$ cat src/rtl/clock_rate_gen_if.sv
// Control and output bundle of clock_rate_gen: run/clear requests in, divided levels and ticks out.
// The reference clock and reset stay plain ports on the divider itself.
interface clock_rate_gen_if;
   logic EN;
   logic SYNC_CLR;
   logic CLK_FAST;
   logic CLK_2HZ;
   logic CLK_1HZ;
   logic CLK_BLINK;
   logic TICK_FAST;
   logic TICK_2HZ;
   logic TICK_1HZ;

   modport master (
      output EN, SYNC_CLR,
      input  CLK_FAST, CLK_2HZ, CLK_1HZ, CLK_BLINK, TICK_FAST, TICK_2HZ, TICK_1HZ
   );

   modport slave (
      input  EN, SYNC_CLR,
      output CLK_FAST, CLK_2HZ, CLK_1HZ, CLK_BLINK, TICK_FAST, TICK_2HZ, TICK_1HZ
   );
endinterface

$ cat src/rtl/clock_rate_gen.sv
// Exact-ratio divider producing display-mux, 2 Hz, 1 Hz and blink levels plus single-cycle ticks,
// all as registers in the CLK_REF domain, with run enable and synchronous phase clear.
module clock_rate_gen #(
   parameter int REF_HZ     = 100_000_000,
   parameter int FAST_HZ    = 500,
   parameter int BLINK_HZ   = 4,
   parameter int BLINK_DUTY = 50
) (
   input  logic            CLK_REF,
   input  logic            CLK_RES_N,
   clock_rate_gen_if.slave bus
);

   localparam int     D_F    = REF_HZ / (2 * FAST_HZ);
   localparam int     D_Q    = REF_HZ / 4;
   localparam int     D_B    = REF_HZ / BLINK_HZ;
   localparam longint B_ON_L = (longint'(D_B) * longint'(BLINK_DUTY)) / 64'sd100;
   localparam int     B_ON   = int'(B_ON_L);

   localparam int W_F = (D_F > 1) ? $clog2(D_F) : 1;
   localparam int W_Q = (D_Q > 1) ? $clog2(D_Q) : 1;
   localparam int W_B = (D_B > 1) ? $clog2(D_B) : 1;

   localparam logic [W_F-1:0] F_LAST = W_F'(D_F - 1);
   localparam logic [W_Q-1:0] Q_LAST = W_Q'(D_Q - 1);
   localparam logic [W_B-1:0] B_LAST = W_B'(D_B - 1);
   localparam logic [W_B-1:0] B_ON_V = W_B'(B_ON);

   if ((REF_HZ % (4 * FAST_HZ)) != 0) begin : g_err_fast
      $error("clock_rate_gen: REF_HZ must be a multiple of 4*FAST_HZ");
   end
   if ((REF_HZ % BLINK_HZ) != 0) begin : g_err_blink
      $error("clock_rate_gen: REF_HZ must be a multiple of BLINK_HZ");
   end
   if ((BLINK_DUTY < 1) || (BLINK_DUTY > 99) || (B_ON == 0)) begin : g_err_duty
      $error("clock_rate_gen: BLINK_DUTY must be 1..99 and give a non-zero high time");
   end

   logic [W_F-1:0] r_fast_cnt;
   logic [W_Q-1:0] r_q_cnt;
   logic [W_B-1:0] r_blink_cnt;
   logic           r_clk_fast;
   logic           r_clk_2hz;
   logic           r_clk_1hz;
   logic           r_clk_blink;
   logic           r_tick_fast;
   logic           r_tick_2hz;
   logic           r_tick_1hz;

   logic           w_fast_tc;
   logic           w_q_tc;
   logic           w_blink_tc;
   logic [W_F-1:0] w_fast_cnt_nxt;
   logic [W_Q-1:0] w_q_cnt_nxt;
   logic [W_B-1:0] w_blink_cnt_nxt;

   always_comb begin
      w_fast_tc       = (r_fast_cnt == F_LAST);
      w_q_tc          = (r_q_cnt == Q_LAST);
      w_blink_tc      = (r_blink_cnt == B_LAST);
      w_fast_cnt_nxt  = w_fast_tc  ? '0 : r_fast_cnt + 1'b1;
      w_q_cnt_nxt     = w_q_tc     ? '0 : r_q_cnt + 1'b1;
      w_blink_cnt_nxt = w_blink_tc ? '0 : r_blink_cnt + 1'b1;
   end

   always_ff @(posedge CLK_REF or negedge CLK_RES_N) begin
      if (!CLK_RES_N) begin
         r_fast_cnt  <= '0;
         r_q_cnt     <= '0;
         r_blink_cnt <= '0;
         r_clk_fast  <= 1'b0;
         r_clk_2hz   <= 1'b0;
         r_clk_1hz   <= 1'b0;
         r_clk_blink <= 1'b0;
         r_tick_fast <= 1'b0;
         r_tick_2hz  <= 1'b0;
         r_tick_1hz  <= 1'b0;
      end else if (bus.SYNC_CLR) begin
         r_fast_cnt  <= '0;
         r_q_cnt     <= '0;
         r_blink_cnt <= '0;
         r_clk_fast  <= 1'b0;
         r_clk_2hz   <= 1'b0;
         r_clk_1hz   <= 1'b0;
         r_clk_blink <= 1'b0;
         r_tick_fast <= 1'b0;
         r_tick_2hz  <= 1'b0;
         r_tick_1hz  <= 1'b0;
      end else if (bus.EN) begin
         r_fast_cnt  <= w_fast_cnt_nxt;
         r_q_cnt     <= w_q_cnt_nxt;
         r_blink_cnt <= w_blink_cnt_nxt;
         // Blink level looks ahead at the count it will show, so the high phase starts right after clear.
         r_clk_blink <= (w_blink_cnt_nxt < B_ON_V);
         r_tick_fast <= w_fast_tc & ~r_clk_fast;
         if (w_fast_tc) r_clk_fast <= ~r_clk_fast;
         r_tick_2hz  <= w_q_tc & ~r_clk_2hz;
         if (w_q_tc) r_clk_2hz <= ~r_clk_2hz;
         // 1 Hz advances only on the quarter event that takes 2 Hz low, keeping the two phase-locked.
         r_tick_1hz  <= w_q_tc & r_clk_2hz & ~r_clk_1hz;
         if (w_q_tc && r_clk_2hz) r_clk_1hz <= ~r_clk_1hz;
      end else begin
         r_tick_fast <= 1'b0;
         r_tick_2hz  <= 1'b0;
         r_tick_1hz  <= 1'b0;
      end
   end

   assign bus.CLK_FAST  = r_clk_fast;
   assign bus.CLK_2HZ   = r_clk_2hz;
   assign bus.CLK_1HZ   = r_clk_1hz;
   assign bus.CLK_BLINK = r_clk_blink;
   assign bus.TICK_FAST = r_tick_fast;
   assign bus.TICK_2HZ  = r_tick_2hz;
   assign bus.TICK_1HZ  = r_tick_1hz;

endmodule

$ cat src/flat_wrapper.sv
// flat-port wrapper written by rule: the top's interface ports become plain ports
module clock_rate_gen_flat 
#(
   parameter int REF_HZ     = 100_000_000,
   parameter int FAST_HZ    = 500,
   parameter int BLINK_HZ   = 4,
   parameter int BLINK_DUTY = 50
)
  (CLK_REF, CLK_RES_N, bus_EN, bus_SYNC_CLR, bus_CLK_FAST, bus_CLK_2HZ, bus_CLK_1HZ, bus_CLK_BLINK, bus_TICK_FAST, bus_TICK_2HZ, bus_TICK_1HZ);
  clock_rate_gen_if bus_i ();
  input  logic CLK_REF;
  input  logic CLK_RES_N;
  input wire logic [$bits(bus_i.EN)-1:0] bus_EN;
  input wire logic [$bits(bus_i.SYNC_CLR)-1:0] bus_SYNC_CLR;
  output wire logic [$bits(bus_i.CLK_FAST)-1:0] bus_CLK_FAST;
  output wire logic [$bits(bus_i.CLK_2HZ)-1:0] bus_CLK_2HZ;
  output wire logic [$bits(bus_i.CLK_1HZ)-1:0] bus_CLK_1HZ;
  output wire logic [$bits(bus_i.CLK_BLINK)-1:0] bus_CLK_BLINK;
  output wire logic [$bits(bus_i.TICK_FAST)-1:0] bus_TICK_FAST;
  output wire logic [$bits(bus_i.TICK_2HZ)-1:0] bus_TICK_2HZ;
  output wire logic [$bits(bus_i.TICK_1HZ)-1:0] bus_TICK_1HZ;
  assign bus_i.EN = bus_EN;
  assign bus_i.SYNC_CLR = bus_SYNC_CLR;
  assign bus_CLK_FAST = bus_i.CLK_FAST;
  assign bus_CLK_2HZ = bus_i.CLK_2HZ;
  assign bus_CLK_1HZ = bus_i.CLK_1HZ;
  assign bus_CLK_BLINK = bus_i.CLK_BLINK;
  assign bus_TICK_FAST = bus_i.TICK_FAST;
  assign bus_TICK_2HZ = bus_i.TICK_2HZ;
  assign bus_TICK_1HZ = bus_i.TICK_1HZ;
  clock_rate_gen #(.REF_HZ(REF_HZ), .FAST_HZ(FAST_HZ), .BLINK_HZ(BLINK_HZ), .BLINK_DUTY(BLINK_DUTY)) u_core (.CLK_REF(CLK_REF), .CLK_RES_N(CLK_RES_N), .bus(bus_i));
endmodule
$ cat config.mk
export PLATFORM = sky130hd
export DESIGN_NAME = clock_rate_gen_flat
export DESIGN_NICKNAME = d
export VERILOG_FILES = /design/src/rtl/clock_rate_gen_if.sv /design/src/rtl/clock_rate_gen.sv /design/src/flat_wrapper.sv
export SDC_FILE = /design/constraint.sdc
export NUM_CORES = 1
export LEC_CHECK = 0
export BUFFER_PORTS_ARGS = -buffer_cell sky130_fd_sc_hd__buf_2
export CAP_MARGIN = 20
export CORE_MARGIN = 2
export CORE_UTILIZATION = 60
export DETAILED_ROUTE_END_ITERATION = 8
export PLACE_DENSITY = 0.73
export SYNTH_ARGS = -nofsm -noshare
export SYNTH_HDL_FRONTEND = slang
export SYNTH_SLANG_ARGS = --single-unit
export TNS_END_PERCENT = 5
$ cat constraint.sdc
create_clock -name CLK_REF -period 6.4 [get_ports CLK_REF]
set_clock_uncertainty 0.05 [all_clocks]
set_input_delay 0.96 -clock CLK_REF [delete_from_list [all_inputs] [get_ports CLK_REF]]
set_output_delay 0.96 -clock CLK_REF [all_outputs]
set_load 0.005 [all_outputs]
Word level (Yosys, flattened, before mapping)
Cells that the tools add are included.

Register bits: 74. Input port bits: 4. Word-level logic and storage cells: 58.

Add/subtract/negate cells: 3. Magnitude comparators: 1. Eq/ne operators: 3. Muxes and demuxes: 26. Bitwise gates (word level): 7. Reduce and logical (&&, ||, !) cells: 8.

Operators by type and width (number): 25-bit 2-to-1 mux (6); 17-bit 2-to-1 mux (3); 25-bit by 1-bit adder with 25-bit output (second input constant) (2); 25-bit == test (second input constant) (2); 25-bit by 24-bit less-than comparator with 1-bit output (second input constant) (1); 17-bit by 1-bit adder with 17-bit output (second input constant) (1); 17-bit == test (second input constant) (1); 1-bit 2-to-1 mux (17); 2-bit nonzero test (4); 2-bit AND reduction (3); 1-bit AND (4); 1-bit inverter (3); 1-bit logical AND (1).

Logic depth before layout (Yosys ltp)
Depth after elaboration: 5. Depth in mapped cells: 8. Mapped depth without buffers: 7.

Least setup slack after synthesis
OpenSTA, ideal clock, no wires.

Kind: input to register. Start: input port bus_SYNC_CLR. End: register u_core.r_q_cnt[23]. Setup time: 0.077 ns. Arrival time: 2.254 ns. Setup slack: 4.019 ns. Cell stages on the path: 6. Cell sequence: or2_1 > nand4_1 > nor4_2 > nand2_1 > or3_1 > a21oi_1.

Cells in the longest elaborated chain, start to end: 1. Elaborated cells on any way between the ends: 2.

Ends and longest elaborated chain: from (decl) (RTL line flat_wrapper.sv:14) `input wire logic [$bits(bus_i.SYNC_CLR)-1:0] bus_SYNC_CLR;`; 25-bit 2-to-1 mux or 2-bit nonzero test (tied branches); to (signal assigned) (RTL line clock_rate_gen.sv:91) `r_q_cnt <= w_q_cnt_nxt;`; to (decl) (RTL line clock_rate_gen.sv:40) `logic [W_Q-1:0] r_q_cnt;`.

Several ways; a longest one is shown, not always the timed one. A chain may end at the register's enable or synchronous reset.

Worst setup path after layout
Same ends and word-level chain as after synthesis.

==> results.ini <==
[grt]
grt_overflow_total = 0
grt_max_degree = 75
grt_pass1_wl_um = 15440
grt_pass1_vias = 3307
antenna_found_initial = 0
grt_use_total_pct = 25.39

[synthesis]
synth_seq_cells = 74
synthAdderAreaFrac_pct = 0.9014
synthSimpleGateAreaFrac_pct = 30.41
syn_avg_cell_area_sq_um = 9.072
synth-edff-count = 0
ys.flop_type = dfrtp_1
synth-compound-area-share_pct = 9.886
async_flop_share_pct = 100.0
post_synth_xor_area_fraction_pct = 10.52
ys_types = 57
synthCells = 459
synth.cell_area_sq_um = 4164
yosysWarnings = 0
synth_mux_area_share_pct = 0.7512
synth_top_family_by_area = simple AND/OR/NAND/NOR gates
yosysSeqAreaShare_pct = 44.47
syn_nets = 466

[sta]
rsz0062_at_grt = false
maxSlewHeadroom_pct = 37.22
finalSetupViolations = 0
period_minus_slack_ns = 3.054
fmax_ghz = 0.3274
setup_tns_ns = 0
finalHoldViolCount = 0
fin_ws_ns = 3.346
fin_crit_sh_pct = 47.72
tightestPinTransition_ns = 0.9411
maxSlewViolCount = 0

[clock_tree]
cts_tree = done
clk_latency_ns = 0.34
cts_buffers = 9
cts_resized = 0
cts_root_buffer = clkbuf_8
cts.sinks = 74
post_cts_buffers = 0
clk_pin_slew_ns = 0.07
htreeDepth = 3
ctsHoldBuffers = 0
clk_path_buf_depth = 2

[worst_setup_path]
worstPathMaxFanout = 26
start_kind = input port
r2r_setup_slack_ns = 3.66
cp_data_arrival_time_ns = 3.26
worstPathRequired_ns = 6.61
setup.worst_path.end_class = register
crit_type = input port to register

[placement]
portBuffers = 10
dp_slack_ns = 2.985
routabilityCongestion = 0.9059
hpwlAfterDp_um = 6131

[power]
power_frac_seq_pct = 54.2
p_comb_share_pct = 4.0
ir_drop_uv = 98.01
swShare_pct = 23.38
p_total_mw = 0.8740
p_clk_share_pct = 41.7
switchingPower_mw = 0.2043
p_per_area_nw_per_um2 = 197.4
p_leak_nw = 1.734
p_int_mw = 0.6696

[drt]
drt_first_pass_iters = 4
vias = 3405
drt_iter0_drc = 148
vias_per_cell = 6.236
drcViolationCount = 0
wl_met2_um = 4197
wl_um = 8900
ant_nets = 0
met1_length_um = 4118
wl_met3_um = 368
wl_per_cell_um = 16.30
routed.top_layer = met4

[floorplan]
die_h_um = 87.31
start_util_pct = 61.63
die-area_sq_um = 7622
num_rows = 30
ios = 11
coreArea_sq_um = 6756
die_x_um = 87.31

[final_layout]
n_fill_cell = 568
antenna_cells = 0
nNetsFinal = 468
layout-drive-gt1-share_pct = 9.657
areaGrowthSynthToFinish_pct = 6.310

[run]
cap_violations = 0

[min_path]
hold_class = register to register

[run_status]
status = complete, no violations

[through the flow]
step | std cells | area, sq um | hold WS (ns) | util (%)
2_1_floorplan | 459 | 4164 | 0.4210 | -
3_3_place_gp | 530 | 4230 | 0.4196 | 62.61
3_5_place_dp | 530 | 4230 | 0.4280 | 62.61
4_1_cts | 546 | 4427 | 0.4381 | 65.52
5_1_grt | 546 | 4427 | 0.4603 | 65.52
6_report | 546 | 4427 | 0.4292 | 65.52
[final timing paths]
kind	startpoint	to	cells past startpoint
min reg2reg	u_core.bus.CLK_2HZ	u_core.bus.TICK_2HZ	1
min	u_core.bus.CLK_2HZ	u_core.bus.TICK_2HZ	1
min in group asynchronous	CLK_RES_N	u_core.r_q_cnt[18]	1
max in group asynchronous	CLK_RES_N	u_core.r_blink_cnt[23]	1
max reg2reg	u_core.r_q_cnt[9]	u_core.r_q_cnt[10]	5
max	bus_SYNC_CLR	u_core.r_q_cnt[23]	7
[cell families after synthesis]
kind of cell	after synthesis
adders and majority gates	3
xor gates and xnor gates	50
and+or+nand+nor	236
buffers and inverters	29
muxes	3
AOI/OAI and AO/OA	64
DFF	74
[routing by layer]
| metal | up-vias | track usage, % |
|---|---|---|
| li1 | 1640 | - |
| met1 | 1647 | 34.41 |
| met2 | 96 | 41.12 |
| met3 | 22 | 3.223 |
| met4 | 0 | 10.63 |
| met5 | - | 0 |
[worst max-delay path: stages]
cell and delay [ns]:
buf_2 0.37, or2_1 0.49, nand4_1 0.31, nor4_2 0.47
nand2_1 0.16, or3_1 0.34, a21oi_1 0.14
[cells in the final DEF, fill, tap and decap left out, drive strengths merged, types with 11 or more instances in the layout]
master  netlist  layout
nor3         15      15
nand3        28      28
dfrtp        74      74
nor4         12      12
nand4        25      25
nand2        40      40
nor2         65      65
a21oi        21      21
buf          11      11
clkbuf        9      12
xnor2        18      18
o21ai        17      17
xor2         32      32
[flip-flops by register name, indices dropped and copies added (netlist names)]
signal	cells
u_core.bus.TICK_FAST	1
u_core.bus.CLK_BLINK	1
u_core.bus.CLK_FAST	1
u_core.bus.TICK_2HZ	1
u_core.bus.CLK_1HZ	1
u_core.bus.CLK_2HZ	1
u_core.r_fast_cnt	17
u_core.bus.TICK_1HZ	1
u_core.r_q_cnt	25
u_core.r_blink_cnt	25
[power by group through the flow]
stage	clock network, mW	logic, mW	registers, mW
6_report	0.365	0.0353	0.474
5_1_grt	0.392	0.0412	0.474
4_1_cts	0.373	0.0363	0.474
3_5_place_dp	0	0.0362	0.483
3_3_place_gp	0	0.0357	0.483
2_1_floorplan	0	0.0201	0.483
[synthesized netlist by cell type (2+ instances only)]
cell / number / area (sq um)
dfrtp_1: 74 / 1852
nor2_1: 64 / 240.2
nand2_1: 39 / 146.4
xor2_1: 32 / 280.3
nand3_1: 26 / 130.1
nand4_1: 25 / 156.4
a21oi_1: 20 / 100.1
xnor2_1: 18 / 157.7
o21ai_0: 17 / 85.08
nor3_1: 15 / 75.07
buf_2: 9 / 45.04
clkbuf_1: 9 / 33.78
inv_1: 9 / 33.78
nor4_1: 9 / 56.30
or3_1: 9 / 56.30
and3_1: 6 / 37.54
and2_1: 5 / 31.28
o31ai_1: 5 / 37.54
and4_1: 4 / 35.03
nand2b_1: 4 / 25.02
a31oi_1: 3 / 18.77
ha_1: 3 / 37.54
nand4b_1: 3 / 26.28
nor4_2: 3 / 37.54
nor4b_1: 3 / 26.28
or4_1: 3 / 22.52
or4_4: 3 / 33.78
a211oi_1: 2 / 15.01
a22o_1: 2 / 17.52
mux2i_1: 2 / 20.02
nor2b_1: 2 / 12.51
nor3b_1: 2 / 15.01
o21bai_1: 2 / 15.01
o21bai_2: 2 / 22.52
o31ai_2: 2 / 25.02
or2_1: 2 / 12.51
[final cells by class]
type | count | area, sq um | share of cell area [%]
clock inverters | 4 | 51.30 | 1.159
multi-input cells | 356 | 2185 | 49.35
well taps | 80 | 100.1 | 2.261
inverters | 9 | 33.78 | 0.7631
clock buffers | 12 | 145.1 | 3.279
flip-flops and latches | 74 | 1852 | 41.83
repair buffers | 11 | 60.06 | 1.357
Note: power is estimated with default switching activity, not from simulation.
